File: config.mk
export PLATFORM = sky130hd
export DESIGN_NAME = branch_predictor_btb
export DESIGN_NICKNAME = d
export VERILOG_FILES = /design/src/rtl/lc3b_types.sv /design/src/rtl/bp_pht.sv /design/src/rtl/branch_predictor_btb.sv
export SDC_FILE = /design/constraint.sdc
export NUM_CORES = 1
export LEC_CHECK = 0
export BUFFER_PORTS_ARGS = -buffer_cell sky130_fd_sc_hd__buf_2
export CORE_ASPECT_RATIO = 0.9
export CORE_UTILIZATION = 40
export DETAILED_ROUTE_END_ITERATION = 10
export PLACE_DENSITY_LB_ADDON = 0.25
export SYNTH_ARGS = -nofsm -noshare
export SYNTH_HDL_FRONTEND = slang
export SYNTH_SLANG_ARGS = --single-unit
export TNS_END_PERCENT = 50
File: constraint.sdc
create_clock -name clk -period 3.59 [get_ports clk]
set_input_delay 0.359 -clock clk [delete_from_list [all_inputs] [get_ports clk]]
set_output_delay 0.359 -clock clk [all_outputs]
set_load 0.05 [all_outputs]
File: src/rtl/lc3b_types.sv
// lc3b_types: shared predictor types: 2-bit counter states, reset value and saturating step
package lc3b_types;
  typedef enum logic [1:0] {BP_SNT = 2'b00, BP_WNT, BP_WT, BP_ST} bp_ctr_t;
  localparam bp_ctr_t BP_CTR_RESET = BP_WNT;
  function automatic bp_ctr_t bp_ctr_next(bp_ctr_t c, logic taken);
    return taken ? (c == BP_ST ? BP_ST : bp_ctr_t'(c + 2'd1))
                 : (c == BP_SNT ? BP_SNT : bp_ctr_t'(c - 2'd1));
  endfunction
endpackage

File: src/rtl/bp_pht.sv
// bp_pht: 2-bit counter array; in clk/reset, rd_idx, wr_en/wr_idx/wr_taken/wr_force_wt; out rd_ctr
module bp_pht
  import lc3b_types::*;
#(
  parameter int ENTRIES = 16,
  parameter int IDX_W   = $clog2(ENTRIES)
) (
  input  logic             clk,
  input  logic             reset,
  input  logic [IDX_W-1:0] rd_idx,
  output bp_ctr_t          rd_ctr,
  input  logic             wr_en,
  input  logic [IDX_W-1:0] wr_idx,
  input  logic             wr_taken,
  input  logic             wr_force_wt
);
  bp_ctr_t ctr_q [ENTRIES];
  assign rd_ctr = ctr_q[rd_idx];
  always_ff @(posedge clk)
    if (reset) for (int i = 0; i < ENTRIES; i++) ctr_q[i] <= BP_CTR_RESET;
    else if (wr_en) ctr_q[wr_idx] <= wr_force_wt ? BP_WT : bp_ctr_next(ctr_q[wr_idx], wr_taken);
endmodule

File: src/rtl/branch_predictor_btb.sv
// branch_predictor_btb: direct-mapped BTB + PHT; in lookup_pc, upd_*; out predict_take/target; gshare via BP_GSHARE_EN
module branch_predictor_btb
  import lc3b_types::*;
#(
  parameter int ENTRIES = 16
) (
  input  logic        clk,
  input  logic        reset,
  input  logic [15:0] lookup_pc,
  output logic        predict_take,
  output logic [15:0] predict_target,
  input  logic        upd_valid,
  input  logic        upd_stall,
  input  logic [15:0] upd_pc,
  input  logic        upd_taken,
  input  logic [15:0] upd_target
);
  localparam int IDX_W = $clog2(ENTRIES);
  localparam int TAG_W = 15 - IDX_W;
  logic [ENTRIES-1:0] valid_q;
  logic [TAG_W-1:0] tag_q [ENTRIES];
  logic [15:0] tgt_q [ENTRIES];
  logic [IDX_W-1:0] lk_idx, up_idx, lk_pidx, up_pidx;
  logic [TAG_W-1:0] lk_tag, up_tag;
  logic drop_q, drop_d, fire, hit, up_hit, unused_pc0;
  bp_ctr_t rd_ctr;
  assign unused_pc0 = ^{lookup_pc[0], upd_pc[0]};
  assign lk_idx = lookup_pc[IDX_W:1];
  assign lk_tag = lookup_pc[15:IDX_W+1];
  assign up_idx = upd_pc[IDX_W:1];
  assign up_tag = upd_pc[15:IDX_W+1];
  assign hit = !reset && valid_q[lk_idx] && tag_q[lk_idx] == lk_tag;
  assign up_hit = valid_q[up_idx] && tag_q[up_idx] == up_tag;
  assign predict_take = hit && rd_ctr[1];
  assign predict_target = hit ? tgt_q[lk_idx] : 16'h0000;
  // a reset landing on a stalled update kills it until the stall releases
  assign drop_d = (reset && upd_valid && upd_stall) || (drop_q && upd_stall);
  assign fire = upd_valid && !upd_stall && !reset && !drop_q;
  always_ff @(posedge clk) begin
    drop_q <= drop_d;
    if (reset) valid_q <= '0;
    else if (fire && upd_taken) begin
      valid_q[up_idx] <= 1'b1;
      tag_q[up_idx] <= up_tag;
      tgt_q[up_idx] <= upd_target;
    end
  end
`ifdef BP_GSHARE_EN
  logic [IDX_W-1:0] ghr_q;
  always_ff @(posedge clk) ghr_q <= reset ? '0 : fire ? {ghr_q[IDX_W-2:0], upd_taken} : ghr_q;
  assign lk_pidx = lk_idx ^ ghr_q;
  assign up_pidx = up_idx ^ ghr_q;
`else
  assign lk_pidx = lk_idx;
  assign up_pidx = up_idx;
`endif
  bp_pht #(.ENTRIES(ENTRIES), .IDX_W(IDX_W)) u_pht (
    .clk(clk), .reset(reset), .rd_idx(lk_pidx), .rd_ctr(rd_ctr), .wr_en(fire),
    .wr_idx(up_pidx), .wr_taken(upd_taken), .wr_force_wt(!up_hit && upd_taken)
  );
endmodule
==> results_dict.tcl, run 1 <==
set metrics [dict create \
    worstSkewPairLatency_ns 0.61 \
    startpoint "tag_q[12][1]" \
    synth_most_common_cell "edfxtp_1" \
    wl_per_cell_um 27.5 \
    cts.sinks 481 \
    worst_hold_slack_ns 0.0483 \
    fp-row-count 79 \
    diodes 0 \
    power_density_nw_per_um2 488 \
    fp.dieH_um 220 \
    ys_types 56 \
    required_ns 3.23 \
    path_cells "mux4_2 > mux4_2 > xor2_2 > nor4_2 > buf_4 > nand3_4 > buf_12 > buf_12 > and2b_1 > buf_6" \
    ir_drop_uv 347 \
    cts.reportedPaths.clkPinSlew_ns 0.06 \
    fin_worst_skew_ns 0.0361 \
    synthArstFlopShare_pct 0 \
    worstMarginPinSlew_ns 0.987 \
    rsz0062_at_grt "true" \
    dieArea_um2 53600 \
    p_leak_nw 8.10 \
    drtAntennaViolNets 0 \
    place_ws_ns -0.271 \
    violations "negative setup slack" \
    multiInputGateArea_um2 6490 \
    end_kind "output port" \
    routabilityCongestion 0.826 \
    max_stage_delay_ns 0.51 \
    min_to "drop_q" \
    grt_pass1_vias 11200 \
    r2r-start "tag_q[4][8]" \
    reg2reg_setup_slack_ns 0.45 \
    crit_slowest_cell "mux4_2" \
    finalCritPeriodShare_pct 106 \
    vias_per_cell 5.77 \
    grt_max_degree 35 \
    vias 11100 \
    hold_class "primary input to flip-flop" \
    drc 0 \
    reg2reg_depth 7 \
    cts-root-buf "clkbuf_16" \
    start_util_pct 40.6 \
    fmax_mhz 262 \
    finalPower_mw 12.1 \
    grt_pass1_wl_um 77700 \
    first_pass_iters 5 \
    top_level_ports 70 \
    synth_common_cells "edfxtp_1 (464), mux4_2 (173), nor2_1 (61)" \
    seqCellArea_um2 14300 \
    start_kind "flip-flop" \
    r2r_end "u_pht.ctr_q[3][1]" \
    yosysSeqAreaShare_pct 67.7 \
    arrival_ns 3.45 \
    fin_util_pct 47.6 \
    period_minus_slack_ns 3.81 \
    fp.dieW_um 244 \
    synth_top_area_share_pct 66.1 \
    final_layout_size_suffix_gt1_share_pct 38.1 \
    cts-htree-levels 2 \
    fin_nets 1248 \
    syn_avg_cell_area_um2 20.1 \
    drv_slew 0 \
    finalSetupViolations 17 \
    drtIter0Drc 961 \
    syn_nets 1104 \
    hold_path.startpoint "upd_valid" \
    grt_antenna_before_repair 1 \
    post-dp-hpwl_um 32100 \
    synthToLayoutAreaGrowth_pct 17.3 \
    critPathBufInv 4 \
    cts.path.max_buffers 3 \
    max_slew_margin_pct 34.1 \
    gr-usage-all-layers_pct 20.2 \
    syn-cell-area_um2 21100 \
    worst_slack_ns -0.220 \
    overflow 0 \
    yosysTopAreaCell "edfxtp_1" \
    whs_path_depth 3 \
    cap_violations 0 \
    synth_ff_type "edfxtp_1" \
    crit_type "flip-flop to output port" \
    ys_seq_elements 481 \
    crit_fanout 7 \
    finalHoldViolCount 0 \
    cts_buffers 51 \
    status "finished, violations left" \
    synth_area_leaders "edfxtp_1 (66%), mux4_2 (18%), mux4_1 (2.2%), dfxtp_1 (1.6%), mux2i_1 (1.5%)" \
    cts_tree "done" \
    worst_path_dominant_cell_family "multiplexers" \
    coreArea_um2 51900 \
    num-fill-cells 4267 \
    synth_edf_count 464 \
    io_buffers 67 \
    wirelength_um 52900 \
    yosysWarnings 0 \
    syn_inst 1051 \
]
## worst max-delay path by stage
| stage | end | slack, ns | depth (start not counted) |
|---|---|---|---|
| 2_1_floorplan | predict_target[10] | -0.07 | 9 |
| 3_3_place_gp | predict_target[4] | -0.27 | 12 |
| 3_5_place_dp | predict_target[15] | -0.27 | 12 |
| 4_1_cts | predict_target[15] | -0.28 | 10 |
| 5_1_grt | predict_target[15] | -0.30 | 10 |
| 6_report | predict_target[15] | -0.22 | 10 |
## flip-flops by register name (all words and copies together) (netlist names)
register and count:
u_pht.ctr_q 32, drop_q 1, valid_q 16, tag_q 176, tgt_q 256
## tightest hold or removal path, stage by stage
cell and delay (ns):
buf_2 0.09, a21oi_1 0.06, nor2b_1 0.09
## layout by cell type (no fill, tap or decap), types with 13 or more instances in the layout
| cell type | count |
|---|---|
| or2_2 | 16 |
| and2_2 | 16 |
| dfxtp_1 | 17 |
| xor2_1 | 16 |
| mux4_2 | 176 |
| clkinv_2 | 13 |
| clkbuf_16 | 53 |
| mux2i_1 | 31 |
| edfxtp_1 | 464 |
| nand2_1 | 22 |
| nor2_1 | 61 |
| nor2b_1 | 15 |
| buf_2 | 46 |
| buf_12 | 24 |
| mux4_1 | 15 |
| buf_4 | 67 |
| buf_6 | 16 |
| mux2_2 | 13 |
## cells by family (layout without fill, tap and decap cells)
kind of cell	after synthesis	in the layout	share of synthesized area [%]
flops	481	481	67.7
mux	235	235	22.9
simple gates	201	201	5.21
buf+inv	68	255	1.78
compound gates	43	43	1.42
xor+xnor	23	23	0.956
## where the power goes
part           internal, mW  switching [mW]
logic                 0.358           0.408
clock network          2.92            2.19
registers              6.17         0.00915
## per-stage QoR
stage	setup TNS (ns)	cell area, µm²	std cells
global route	-4.03	24700	1926
global placement	-3.56	22900	1825
detailed placement	-3.37	22900	1825
finish	-2.66	24700	1926
CTS	-3.65	24700	1923
floorplan	-0.586	21100	1051
## timing repair
action | in CTS | in global routing
hold buffers | 1 | 0
buffers inserted | 1 | 3
endpoints found under the hold margin | 1 | 0
endpoints found under the setup margin | 17 | 17
resized for setup | 41 | 10
pin swaps | 2 | 1
## per-layer routing
layer / GRT usage, % / wire [µm] / up-vias
met1: 29.3 / 23500 / 5952
met2: 32.0 / 25400 / 397
met5: 0 / 12 / -
met4: 5.40 / 943 / 2
li1: - / - / 4699
met3: 3.09 / 3010 / 70
## cell type report
| type | count | share of cell area [%] |
|---|---|---|
| timing repair buffer | 156 | 5.80 |
| multi-input combinational | 502 | 26.3 |
| inverter | 3 | 0.0456 |
| clock inverter | 29 | 0.937 |
| tap | 688 | 3.48 |
| sequential | 481 | 57.8 |
| clock buffer | 67 | 5.70 |
(Power assumes the default switching activity.)
==> run 2, diff against run 1 <==
- SKIP_LAST_GASP: unset -> 1
==> run 2 against run 1 <==
  * The flow still finishes with violations (negative setup slack)
  * Highest routed layer unchanged
  * Sequential power hardly changed
  * Flip-flop and latch count unchanged
  * Maximum frequency is 0.39% higher
  * Largest power group unchanged
  * Largest cell class unchanged
  * Clock skew increased by 0.0019 ns
  * Power about the same
  * Critical path type unchanged
  * First-iteration DRC count rose by 1.4%
  * Core utilization is 0.13 points lower
  * Final area decreased by 0.27%
  * Non-clock buffer count decreased by 1
==> results_dict.tcl, run 2 (same netlist as run 1, synthesis figures left out) <==
set metrics [dict create \
    status "finished, violations left" \
    violations "negative setup slack" \
    wl_met3_um 2720 \
    routabilityCongestion 0.826 \
    rsz0062_at_grt "true" \
    start_util_pct 40.6 \
    wl_met2_um 25400 \
    wirelength_um 52900 \
    reg2reg_depth 7 \
    whs_path_depth 3 \
    r2r-start "tag_q[4][8]" \
    worstSkewPairLatency_ns 0.61 \
    synthToLayoutAreaGrowth_pct 16.9 \
    drc 0 \
    routedLengthMet1_um 23800 \
    required_ns 3.23 \
    finalCritPeriodShare_pct 106 \
    reg2reg_setup_slack_ns 0.45 \
    fin_nets 1247 \
    coreArea_um2 51900 \
    p_leak_nw 8.08 \
    largest_reg_flops 256 \
    start_kind "flip-flop" \
    hold_path.startpoint "upd_valid" \
    max_slew_margin_pct 34.1 \
    dp.cells 1825 \
    worstMarginPinSlew_ns 0.986 \
    gr-usage-all-layers_pct 20.2 \
    p_sw_share_pct 21.6 \
    crit_fanout 7 \
    top_level_ports 70 \
    cts-root-buf "clkbuf_16" \
    grt_pass1_vias 11200 \
    drtIter0Drc 974 \
    r2r_end "u_pht.ctr_q[3][1]" \
    final_cells 1925 \
    ir_drop_uv 346 \
    overflow 0 \
    wl_per_cell_um 27.5 \
    combPwrFrac_pct 6.3 \
    min_to "drop_q" \
    hold_class "primary input to flip-flop" \
    post-dp-hpwl_um 32100 \
    num-fill-cells 4277 \
    power.share.clock_pct 42.4 \
    final_common_cell "edfxtp_1" \
    fmax_mhz 263 \
    worst_slack_ns -0.206 \
    first_pass_iters 5 \
    cts.path.max_buffers 3 \
    intPower_mw 9.44 \
    diodes 0 \
    fin_worst_skew_ns 0.0380 \
    power_density_nw_per_um2 489 \
    io_buffers 67 \
    cts.reportedPaths.clkPinSlew_ns 0.06 \
    grt_pass1_wl_um 77700 \
    period_minus_slack_ns 3.80 \
    regMostFlops "tgt_q" \
    p_sw_mw 2.60 \
    vias_per_cell 5.73 \
    final_layout_size_suffix_gt1_share_pct 37.8 \
    finalSetupViolations 17 \
    final_cell_mix "edfxtp_1 (464), mux4_2 (176), buf_4 (69), nor2_1 (61), clkbuf_16 (53)" \
    pwr-share-seq_pct 51.3 \
    cap_violations 0 \
    finalPower_mw 12.0 \
    top_layer "met5" \
    vias 11000 \
    fp.dieH_um 220 \
    end_kind "output port" \
    grt_antenna_before_repair 1 \
    crit_type "flip-flop to output port" \
    cts-htree-levels 2 \
    cts_tree "done" \
    top_regs "tgt_q x256, tag_q x176, u_pht.ctr_q x32" \
    fp-row-count 79 \
    drv_slew 0 \
    drtAntennaViolNets 0 \
    seqCellArea_um2 14300 \
    cts_buffers 51 \
    grt_max_degree 35 \
    cts.sinks 481 \
    arrival_ns 3.44 \
    dieArea_um2 53600 \
    finalHoldViolCount 0 \
    setup_tns_ns -2.52 \
    multiInputGateArea_um2 6460 \
    fp.dieW_um 244 \
]
-- run 2: cell types whose count changed in the layout (fill, tap and decap cells not counted), sizes merged --
cell and change:
buf -1
-- run 2: final cells by class --
| cell class | count | area share (%) |
|---|---|---|
| Tap cell | 688 | 3.49 |
| Clock inverter | 29 | 0.939 |
| Inverter | 3 | 0.0457 |
| Sequential cell | 481 | 57.9 |
| Clock buffer | 67 | 5.72 |
| Timing Repair Buffer | 155 | 5.65 |
| Multi-Input combinational cell | 502 | 26.2 |
-- run 2: worst max path at each step --
stage / from / end / slack [ns] / depth (start not counted)
finish: tag_q[4][2] / predict_target[15] / -0.21 / 10
global placement: lookup_pc[1] / predict_target[4] / -0.27 / 12
detailed placement: lookup_pc[1] / predict_target[15] / -0.27 / 12
CTS: tag_q[10][7] / predict_target[15] / -0.28 / 10
floorplan: lookup_pc[2] / predict_target[10] / -0.07 / 9
global route: tag_q[11][1] / predict_target[15] / -0.30 / 10
-- run 2: per-stage QoR --
step / utilization (%) / hold WS, ns / setup WS [ns] / instance area, µm²
final: 47.5 / 0.0515 / -0.206 / 24600
after floorplan: - / 0.449 / -0.0652 / 21100
after global routing: 47.5 / 0.0589 / -0.296 / 24600
after CTS: 47.4 / 0.0282 / -0.279 / 24600
after detailed placement: 44.1 / 0.475 / -0.271 / 22900
after global placement: 44.1 / 0.462 / -0.275 / 22900
-- run 2: worst max-delay path, stage by stage (launching register included) --
cell,delay (ns)
edfxtp_1,0.41
mux4_1,0.50
mux4_2,0.47
xor2_1,0.17
nor4_2,0.36
buf_4,0.18
nand3_4,0.07
buf_12,0.16
buf_12,0.13
and2b_1,0.21
buf_6,0.16
-- run 2: timing repair --
item	in CTS	in global routing
gates resized for setup	26	12
hold endpoints to repair	1	0
setup buffers	1	2
setup endpoints to repair	17	17
hold buffers	1	0
pin swaps	2	1
-- run 2: per-layer routing --
| layer | GRT usage, % | vias up |
|---|---|---|
| li1 | - | 4697 |
| met1 | 29.3 | 5908 |
| met2 | 32.0 | 346 |
| met4 | 5.40 | 2 |
| met3 | 3.09 | 70 |
| met5 | 0 | - |
-- run 2: power by group through the flow --
| stage | registers (mW) | logic, mW | clock network, mW |
|---|---|---|---|
| after floorplan | 6.29 | 0.484 | 0 |
| after global placement | 6.29 | 0.762 | 0 |
| after detailed placement | 6.30 | 0.766 | 0 |
| after CTS | 6.18 | 0.773 | 5.20 |
| after global routing | 6.18 | 0.820 | 5.41 |
| final | 6.18 | 0.764 | 5.10 |
